===== src/rtl/ysyx_22050854_multiplier_v2.sv =====
// Iterative radix-4 Booth multiplier, one digit per cycle,
// with early termination and optional 32-bit word mode.
module ysyx_22050854_multiplier_v2 #(
  parameter int XLEN    = 64,
  parameter bit MULW_EN = 1'b1
) (
  input  logic            clock,
  input  logic            reset,
  input  logic            mul_valid,
  input  logic            mulw,
  input  logic [1:0]      mul_signed,
  input  logic [XLEN-1:0] multiplicand,
  input  logic [XLEN-1:0] multiplier,
  input  logic            flush,
  input  logic            out_ready,
  output logic            mul_ready,
  output logic            mul_doing,
  output logic            out_valid,
  output logic [XLEN-1:0] result_hi,
  output logic [XLEN-1:0] result_lo
);

  localparam int  EW  = XLEN + 2;
  localparam int  AW  = 2 * XLEN + 2;
  localparam int  CW  = $clog2(XLEN / 2 + 1);
  localparam bit  WEN = MULW_EN && (XLEN == 64);

  typedef enum logic [1:0] {
    S_IDLE,
    S_BUSY,
    S_DONE
  } state_t;

  state_t         r_state;
  logic [AW-1:0]  r_mcand;
  logic [EW:0]    r_mplier;
  logic [AW-1:0]  r_acc;
  logic [CW-1:0]  r_cnt;
  logic           r_wmode;

  logic           w_wmode;
  logic [EW-1:0]  w_ext_mc;
  logic [EW-1:0]  w_ext_mp;
  logic [AW-1:0]  w_pp;
  logic [AW-1:0]  w_acc_nx;
  logic [EW-2:0]  w_rest;
  logic           w_early;
  logic [CW-1:0]  w_last_cnt;
  logic           w_last;
  logic [XLEN-1:0] w_wlo;

  assign w_wmode = WEN && mulw;

  always_comb begin
    w_ext_mc = '0;
    w_ext_mp = '0;
    if (w_wmode) begin
      w_ext_mc = EW'($signed(multiplicand[31:0]));
      w_ext_mp = EW'($signed(multiplier[31:0]));
    end else begin
      w_ext_mc = {{2{mul_signed[1] & multiplicand[XLEN-1]}},
                  multiplicand};
      w_ext_mp = {{2{mul_signed[0] & multiplier[XLEN-1]}},
                  multiplier};
    end
  end

  // Booth triplet {m[2k+1], m[2k], m[2k-1]} sits in r_mplier[2:0]
  always_comb begin
    w_pp = '0;
    unique case (r_mplier[2:0])
      3'b001, 3'b010: w_pp = r_mcand;
      3'b011:         w_pp = r_mcand << 1;
      3'b100:         w_pp = -(r_mcand << 1);
      3'b101, 3'b110: w_pp = -r_mcand;
      default:        w_pp = '0;
    endcase
  end

  assign w_acc_nx   = r_acc + w_pp;
  assign w_rest     = r_mplier[EW:2];
  assign w_early    = (&w_rest) | ~(|w_rest);
  assign w_last_cnt = r_wmode ? CW'(16) : CW'(XLEN / 2);
  assign w_last     = (r_cnt == w_last_cnt) || w_early;

  always_ff @(posedge clock or posedge reset) begin
    if (reset) begin
      r_state  <= S_IDLE;
      r_mcand  <= '0;
      r_mplier <= '0;
      r_acc    <= '0;
      r_cnt    <= '0;
      r_wmode  <= 1'b0;
    end else if (flush) begin
      r_state <= S_IDLE;
    end else begin
      unique case (r_state)
        S_IDLE: begin
          if (mul_valid) begin
            r_mcand  <= {{(AW-EW){w_ext_mc[EW-1]}}, w_ext_mc};
            r_mplier <= {w_ext_mp, 1'b0};
            r_acc    <= '0;
            r_cnt    <= '0;
            r_wmode  <= w_wmode;
            r_state  <= S_BUSY;
          end
        end
        S_BUSY: begin
          r_acc    <= w_acc_nx;
          r_mcand  <= r_mcand << 2;
          r_mplier <= {{2{r_mplier[EW]}}, r_mplier[EW:2]};
          r_cnt    <= r_cnt + CW'(1);
          if (w_last) r_state <= S_DONE;
        end
        S_DONE: begin
          if (out_ready) r_state <= S_IDLE;
        end
        default: r_state <= S_IDLE;
      endcase
    end
  end

  assign w_wlo = XLEN'($signed(r_acc[31:0]));

  assign mul_ready = (r_state == S_IDLE) && !flush && !reset;
  assign mul_doing = (r_state == S_BUSY);
  assign out_valid = (r_state == S_DONE);

  assign result_hi = (out_valid && !r_wmode) ?
                     r_acc[2*XLEN-1:XLEN] : '0;
  assign result_lo = !out_valid ? '0 :
                     r_wmode ? w_wlo : r_acc[XLEN-1:0];

endmodule


===== config.mk =====
export PLATFORM = sky130hd
export DESIGN_NAME = ysyx_22050854_multiplier_v2
export DESIGN_NICKNAME = d
export VERILOG_FILES = /design/src/rtl/ysyx_22050854_multiplier_v2.sv
export SDC_FILE = /design/constraint.sdc
export NUM_CORES = 1
export LEC_CHECK = 0
export CAP_MARGIN = 20
export CORE_MARGIN = 4
export CORE_UTILIZATION = 30
export CTS_CLUSTER_DIAMETER = 80
export DETAILED_ROUTE_END_ITERATION = 12
export GPL_ROUTABILITY_DRIVEN = 0
export GPL_TIMING_DRIVEN = 0
export HOLD_SLACK_MARGIN = 0.15
export PLACE_DENSITY = 0.52
export SLEW_MARGIN = 5
export SYNTH_ARGS = -nofsm -noshare
export SYNTH_HDL_FRONTEND = slang
export SYNTH_SLANG_ARGS = --single-unit

===== constraint.sdc =====
create_clock -name clock -period 13.67 [get_ports clock]
set_input_delay 2.734 -clock clock [delete_from_list [all_inputs] [get_ports clock]]
set_output_delay 2.734 -clock clock [all_outputs]
set_load 0.02 [all_outputs]

# Word level (Yosys, flattened, before mapping)
# Cells that the tools add are included.
[classes]
n_eq_ne = 13
muxes = 20
n_bitwise = 6
div = 0
shift = 0
multipliers = 0
add_sub_neg = 4
order_cmp = 0
reduce_logical = 17
[ops]
columns = ["operator", "n"]
rows = [
  ["$pmux W130 S2", 2],
  ["$pmux W130 S4", 1],
  ["$mux W130", 2],
  ["$neg A130 Y130", 2],
  ["$mux W64", 3],
  ["$pmux W67 S2", 1],
  ["$mux W66", 2],
  ["$add A130 B130 Y130", 1],
  ["$mux W67", 1],
  ["$reduce_and A65 Y1", 1],
  ["$reduce_or A65 Y1", 1],
  ["$mux W6", 2],
  ["$pmux W6 S2", 1],
  ["$eq A3 B3 Y1 const B", 3],
  ["$reduce_and A3 Y1", 3],
  ["$mux W2", 4],
  ["$add A6 B1 Y6 const B", 1],
  ["$eq A3 B2 Y1 const B", 2],
  ["$eq A6 B6 Y1", 1],
  ["$ne A3 B3 Y1 const B", 2],
  ["$pmux W2 S3", 1],
  ["$reduce_and A4 Y1", 1],
  ["$reduce_or A2 Y1", 2],
  ["$eq A3 B1 Y1 const B", 1],
  ["other kinds (12)", 19],
]
[totals]
n_memories = 0
mem_bits_rw = 0
latchBits = 0
elab_cells = 67
register_bits = 336
romBits = 0

# Longest topological paths before layout
[depth]
word_depth = 7
mapped_depth = 29

# Worst setup path before layout
# No wires, ideal clock.
[synth_path]
path_type = "reg2reg"
start = "register r_mcand[2]"
end = "register r_acc[123]"
path_stages_with_launch = 27
arrival_ns = 6.568
path_buffers = 4
synth_period_minus_slack_ns = 6.703
setup_ns = 0.135
slack_ns = 6.967
path_cell_list = "dfrtp_1 buf_6 or3_4 or4_4 or3_1 buf_2 or3_1 buf_2 or4_4 or3_4 or2_1 or4_4 nand2_1 xor2_1 o21ai_1 ha_1 clkbuf_1 nand4_1 nor3_1 and3_1 inv_1 a2111oi_0 nor2_1 o21a_1 o31ai_1 xnor2_1 o21ai_0"
[synth_via]
elab_chain_cells = 4
[synth_lines]
columns = ["item", "line_no", "text"]
rows = [
  ["from (decl)", "35", "logic [AW-1:0] r_mcand;"],
  ["from (signal assigned)", "100", "r_mcand <= {{(AW-EW){w_ext_mc[EW-1]}}, w_ext_mc};"],
  ["from (signal assigned)", "110", "r_mcand <= r_mcand << 2;"],
  ["$neg A130 Y130 (on tied branches)", "75, 74", ""],
  ["$pmux W130 S4 *", "71", "unique case (r_mplier[2:0])"],
  ["$add A130 B130 Y130 *", "80", "assign w_acc_nx = r_acc + w_pp;"],
  ["$pmux W130 S2 *", "97", "unique case (r_state)"],
  ["to (signal assigned)", "109", "r_acc <= w_acc_nx;"],
  ["to (decl)", "37", "logic [AW-1:0] r_acc;"],
]
# Mark *: on every way between the ends. The rest lies on a longest branch, timed or not.
# A chain may end at the register's enable or synchronous reset.

# Final worst setup path
[layout_path]
start = "register r_mplier[1]"
end = "register r_acc[121]"
[layout_via]
elab_chain_cells = 5
[layout_lines]
columns = ["item", "line_no", "text"]
rows = [
  ["from (decl)", "36", "logic [EW:0] r_mplier;"],
  ["from (signal assigned)", "101", "r_mplier <= {w_ext_mp, 1'b0};"],
  ["from (signal assigned)", "111", "r_mplier <= {{2{r_mplier[EW]}}, r_mplier[EW:2]};"],
  ["$eq A3 B3 Y1, or another cell as far along", "71", ""],
  ["$reduce_or A2 Y1", "71", ""],
  ["$pmux W130 S4 *", "71", ""],
  ["$add A130 B130 Y130 *", "80", ""],
  ["$pmux W130 S2 *", "97", ""],
]
# Marks and branches as above.

==> implementation parameters <==
Parameter                              Value

Timing
  Unrepaired setup endpoints after global routing ... no
  Final setup fails ... 0
  Worst hold slack ... 511 ps
  Peak clock frequency supported by timing ... 111 MHz
  Worst slew margin ... 0.193
  Number of failing hold endpoints at the final stage ... 0
  Transition time of the tightest slew-check pin ... 1200 ps
  Clock skew after layout ... 71.1 ps
  Post-layout worst setup margin ... 4650 ps
  Number of pins with negative max-slew slack in the final report ... 0
  Time the worst path needs with I/O delays and setup ... 9020 ps
  Tcrit/Tclk final ... 0.660

Synth
  Synth Register Bits ... 332
  Parity-gate share of the synthesized area counting xor and xnor cells ... 0.0758
  Adder-cell area share of the yosys netlist ... 0.0555
  Main combinational cell family by area after synthesis ... compound AO/OA/AOI/OAI gates
  Share of Yosys cell area claimed by the top area cell type ... 0.280
  FFs w/ async S/R, synth ... 1.00
  EDFF count, synth ... 0
  Fraction of the mapped netlist area in simple logic gates ... 0.248
  Area leader, netlist ... sky130_fd_sc_hd__dfrtp_1
  Yosys Warn Count ... 0
  Share of cell area taken by muxes after synthesis ... 0.00270
  Count leader, synth ... sky130_fd_sc_hd__nand2_1
  Synthesized-area fraction occupied by ao, oa, aoi and oai cells ... 0.283
  Post-synth top cells ... sky130_fd_sc_hd__nand2_1, sky130_fd_sc_hd__o21ai_0, sky130_fd_sc_hd__a21oi_1
  Mapped Area ... 0.0297 mm2
  Share of the yosys chip area belonging to registers ... 0.280
  Synth area leaders ... sky130_fd_sc_hd__dfrtp_1, sky130_fd_sc_hd__nand2_1, sky130_fd_sc_hd__o21ai_0, sky130_fd_sc_hd__a21oi_1, sky130_fd_sc_hd__ha_1
  Syn_nets ... 4,349
  Post-Syn Area per Cell ... 7.27 um2
  Primary flip-flop cell chosen by synthesis mapping ... sky130_fd_sc_hd__dfrtp_1
  Mapped Cells ... 4,082
  Number of different library cells in the post-synthesis netlist ... 74

Placement
  Post-placement worst setup slack ... 4990 ps
  Half-perimeter wire length of the detailed placement result ... 106,000 um
  Port-buffer cells ... 266
  Dpl cell area ... 0.0342 mm2

Die
  Die area ... 0.104 mm2
  Height of the die ... 323 um
  Die Width ... 323 um
  Number of placement rows ... 115
  Initial Utilization ... 0.302
  Top-level I/O count ... 267
  Core ar. ... 0.0983 mm2

Clock network
  TritonCTS clock tree ... built
  Maximum count of clock buffers along a single path ... 3
  CTS clk-pin slew, worst paths ... 60 ps
  Clk Latency, worst-skew pair ... 660 ps
  TritonCTS sink count ... 332
  Buffers inserted during post-CTS setup optimization ... 0
  Master cell of the clock root buffer ... sky130_fd_sc_hd__clkbuf_16
  H-tree lvl count ... 2
  Quantity of hold-fixing buffers added after cts ... 0
  Post-cts repair resize count ... 0
  Inserted Clock Buffers ... 45

Power and ir drop
  Leakage power figure ... 14.8 nW
  VDD IR-drop max ... 0.107 mV
  Power per unit of standard cell area ... 239 mW/mm2
  Total power ... 8.53 mW

Job
  Count of maximum capacitance violations ... 0

Setup path
  Crit path capture type ... register
  Worst EP required ... 14,120 ps
  Critical path start-end classification ... register to register
  Setup slack of the most critical reg-to-reg path ... 4650 ps
  Depth of the worst register-to-register path ... 20
  Highest-delay cell along the critical path ... sky130_fd_sc_hd__o31ai_1
  Launch instance of the worst register-to-register path ... r_mplier[1]
  Terminus of the critical flop-to-flop path ... r_acc[121]
  Series of cell instances along the critical path ... clkbuf_1 -> nor2_1 -> buf_6 -> nand2_1 -> clkbuf_1 -> clkbuf_1 -> clkbuf_1 -> o22ai_1 -> ha_1 -> nand4_1 -> nor4_1 -> nand2_1 -> a21oi_1 -> o21ai_0 -> nand2_1 -> a211oi_1 -> o31ai_1 -> a21boi_0 -> xnor2_1 -> o21ai_0
  Setup crit start ... r_mplier[1]
  Maximum net fanout on the critical path ... 10
  Highest cell delay on the worst timing path ... 970 ps
  Startpoint class of the critical path ... register
  Most common cell type on the critical path ... sky130_fd_sc_hd__clkbuf_1
  Worst path arrival time ... 9470 ps

Detailed routing
  DRC errors left ... 0
  Final antenna-violating net count ... 0
  Number of vias in the routed layout ... 33.1k
  Post-detailed-routing wire length ... 137,000 um
  Initial detailed-routing violation count ... 3,654
  Detailed-router iteration count before antenna repair ... 7
  Via density ... 5.76
  Mean routed wirelength per cell ... 23.8 um

Global route
  Combined global-route utilization of all metal layers ... 0.254
  Antenna violations before repair ... 11
  Wire length of the first global-routing pass ... 202,000 um
  Number of global-route vias before repair ... 31.0k
  Sum of overflow across all layers after global routing ... 0
  Pin count of the biggest net entering global routing ... 112

Min path
  Class of the worst hold path ... register to register
  Number of cells on the worst hold path ... 2
  Hold Startpoint ... r_acc[13]
  Worst min-delay path endpoint ... r_acc[13]

Finish
  Synth-to-Final Area Change ... 20.5%
  Share of final-layout standard cells stronger than drive strength 1 ... 0.0319
  Total Nets Final ... 4,678
  Area of all placed cells without fillers ... 0.0358 mm2

Status
  Status ... completed
[stage by stage]
| step | util | std cells | setup TNS (ps) |
|---|---|---|---|
| final | 0.364 | 5740 | 0 |
| after CTS | 0.363 | 5729 | 0 |
| after global placement | 0.346 | 5635 | -1114400 |
| after global routing | 0.364 | 5733 | 0 |
| after floorplan | - | 4082 | 0 |
| after detailed placement | 0.348 | 5647 | 0 |
[critical path: cells and delay by family, from the launching register on]
kind / cells / cell delay [ps]
buffers and inverters: 5 / 2900
XOR/XNOR: 1 / 290
AND/OR/NAND/NOR: 6 / 1950
flip-flops: 1 / 410
AO/OA/AOI/OAI: 7 / 2780
adder cells (fa/ha/maj): 1 / 490
[cell type report]
type,count,area [um2]
clock buffers,61,1270
clock inverters,21,269
inverters,72,278
flip-flops and latches,332,8310
multi-input cells,3324,19800
fillers,10500,62500
plain buffers,354,1360
diodes,7,17.5
repair buffers,282,2880
well taps,1287,1610
[layout by cell type (no fill, tap or decap), types with 54 or more instances in the layout]
cell	n
sky130_fd_sc_hd__or3_1	54
sky130_fd_sc_hd__clkbuf_1	330
sky130_fd_sc_hd__clkdlybuf4s50_1	266
sky130_fd_sc_hd__a21oi_1	354
sky130_fd_sc_hd__nor3_1	90
sky130_fd_sc_hd__xor2_1	127
sky130_fd_sc_hd__a21o_1	82
sky130_fd_sc_hd__and2_1	117
sky130_fd_sc_hd__a22oi_1	67
sky130_fd_sc_hd__inv_1	69
sky130_fd_sc_hd__nor2_1	353
sky130_fd_sc_hd__a31oi_1	92
sky130_fd_sc_hd__nand4_1	84
sky130_fd_sc_hd__nand2_1	610
sky130_fd_sc_hd__a221o_1	76
sky130_fd_sc_hd__ha_1	130
sky130_fd_sc_hd__xnor2_1	130
sky130_fd_sc_hd__o21ai_0	448
sky130_fd_sc_hd__dfrtp_1	332
[worst max path at each step]
stage	to	slack (ps)
final	r_acc[121]	4650
after global routing	r_acc[117]	4280
after CTS	r_acc[121]	4890
after detailed placement	r_acc[121]	4990
after global placement	r_acc[81]	-3410
after floorplan	r_acc[0]	1740
[cells by family after synthesis]
family / after synthesis
compound gates: 1361
xor+xnor: 257
fa+ha+maj: 131
buf+inv: 426
flops: 332
mux: 8
simple gates: 1567
[power by group]
| part | internal (mW) | switching, mW | leakage [nW] |
|---|---|---|---|
| Combinational | 1.90 | 3.76 | 9.85 |
| Sequential | 1.30 | 0.338 | 4.20 |
| Clock | 0.716 | 0.519 | 0.755 |
[layer usage]
layer	global-route usage	up-vias	part of all wire
met5	0	-	0.00047
met4	0.102	10	0.046
met3	0.0598	320	0.10
met2	0.391	1655	0.43
met1	0.344	15700	0.42
li1	-	15400	-
[flip-flops by register name, indices dropped and copies added, names as in the netlist]
signal,count
r_state,2
r_wmode,1
r_mplier,67
r_mcand,128
r_acc,128
r_cnt,6
(Power assumes the default switching activity.)
==> RTL change, RTL diff (same settings) <==
Change the parameter `MULW_EN` from 1'b1 to 1'b0.
--- a/src/rtl/ysyx_22050854_multiplier_v2.sv
+++ b/src/rtl/ysyx_22050854_multiplier_v2.sv
@@ -2,7 +2,7 @@
 // with early termination and optional 32-bit word mode.
 module ysyx_22050854_multiplier_v2 #(
   parameter int XLEN    = 64,
-  parameter bit MULW_EN = 1'b1
+  parameter bit MULW_EN = 1'b0
 ) (
   input  logic            clock,
   input  logic            reset,
Behaviour: not the same (Yosys sat finds a counterexample within 4 cycles, from zero or initial values and one cycle with reset high).
==> RTL change against the unedited design <==
- cell area down 2.3%
- via count is 4.8% lower
- highest routed layer unchanged
- combinational power about the same
- area after synthesis shrank 2.4%
- global-route usage fell by 1.7 points
- sequential cell count shrank 1
- largest cell class unchanged
- total power barely moved
- setup slack better by 0.15 ns
- critical path depth is 4 higher
- routed wire length is 7.4% lower
- final cell count is 2.2% lower
==> RTL change: results (changes against the unedited design) <==
status completed; DP HPWL 97700 um (-8.0%); first-pass GRT wire length 189000 um (-6.5%); DR vias 31500 (-4.8%); Syn Inst Count 3982 (-2.4%); final net count 4572 (-2.3%); Slew @ Worst Pin 1.22 ns (+0.0189 ns); Worst-Skew Late Latency 0.61 ns (-0.05 ns); Worst Path Max Fanout 6 (-4); fin cells 5611 (-2.2%); port bufs 265 (-0.38%); Cells after DPL 5523 (-2.2%); synth unique cells 76 (+2.7%); worst vdd ir 0.111 mV (+3.5%); Syn Nets 4249 (-2.3%); number of global-route vias before repair 29700 (-4.4%); top cells by count, synth 694 x nand2_1, 384 x nor2_1, 363 x o21ai_0, 331 x dfrtp_1, 319 x clkbuf_1; initial antenna violation count 9 (-2); Hold Slack 0.506 ns (-0.00469 ns); leading registers by flop count r_acc x128, r_mcand x128, r_mplier x67; hold crit path type reg2reg; share of cells above drive strength 1 0.0309 (-0.00107); Hold Startpoint r_acc[125]; number of fill cells in the layout 10200 (-2.4%); setup slack, reg-to-reg 4.80 ns (+0.15 ns); worst reg2reg endpoint r_acc[127]; R2R Path Start r_mcand[0]; CP arrival 9.39 ns (-0.08 ns); Clock Pin Slew Worst Setup and Hold Paths 0.06 ns (about the same); Slowest Stage Delay on Critical Path 0.97 ns (about the same); largest net degree at the start of global routing 76 (-32%); Area contributors post-synth dfrtp_1 29%, nand2_1 9.0%, o21ai_0 6.3%, ha_1 5.6%, nor2_1 5.0%; Pre-antenna DRT Iters 6 (-1); Seq/Total Area, Yosys 0.286 (+0.00591); leakage power 14.0 nW (-5.3%)
## RTL change: metrics by stage
| step | instance area, sq um | setup slack (ns) | TNS (ns) |
|---|---|---|---|
| global route | 34900 | 4.50 | 0 |
| CTS | 34900 | 5.21 | 0 |
| global placement | 33200 | -3.26 | -1063.03 |
| detailed placement | 33400 | 5.27 | 0 |
| finish | 34900 | 4.80 | 0 |
| floorplan | 29000 | 1.77 | 0 |
## RTL change: metal layers
layer,vias up,wire length (um),GRT usage
met1,15000,54900,0.323
met3,238,11200,0.0500
met2,1382,56500,0.381
met4,10,3990,0.0679
li1,14900,-,-
met5,-,64,0
## RTL change: where the power goes
| part | total (mW) | switching, mW | leakage [nW] | internal (mW) |
|---|---|---|---|---|
| registers | 1.64 | 0.329 | 4.07 | 1.31 |
| logic | 5.66 | 3.74 | 9.21 | 1.92 |
| clock network | 1.23 | 0.500 | 0.743 | 0.727 |
## RTL change: how the worst max path moves through the flow
stage               startpoint          to  slack (ns)  depth (start not counted)
floorplan                reset    r_acc[0]        1.77                          1
global placement         reset   r_acc[82]       -3.26                          2
detailed placement  r_mcand[0]  r_acc[127]        5.27                         24
CTS                 r_mcand[0]  r_acc[127]        5.21                         24
global route        r_mcand[1]  r_acc[117]        4.50                         27
finish              r_mcand[0]  r_acc[127]        4.80                         24
## RTL change: layout make-up
cell class              count  share of cell area
well taps                1265              0.0453
diodes                      5            0.000358
flip-flops and latches    331               0.237
clock buffers              61              0.0360
clock inverters            22             0.00749
plain buffers             342              0.0372
multi-input cells        3240               0.548
repair buffers            276              0.0804
inverters                  69             0.00763
## RTL change: worst max-delay path, delay by kind of cell, from the launching register on
kind / cells / cell delay [ns]
buf+inv: 1 / 0.13
xor+xnor: 1 / 0.14
fa+ha+maj: 2 / 0.66
simple gates: 14 / 6.02
flops: 1 / 0.43
compound gates: 6 / 1.40
## RTL change: logic make-up after synthesis
group	synth area share
XOR/XNOR	0.0792
multiplexers	0.00138
flip-flops	0.286
adder cells (fa/ha/maj)	0.0568
AND/OR/NAND/NOR	0.265
buffers and inverters	0.0536
AO/OA/AOI/OAI	0.259
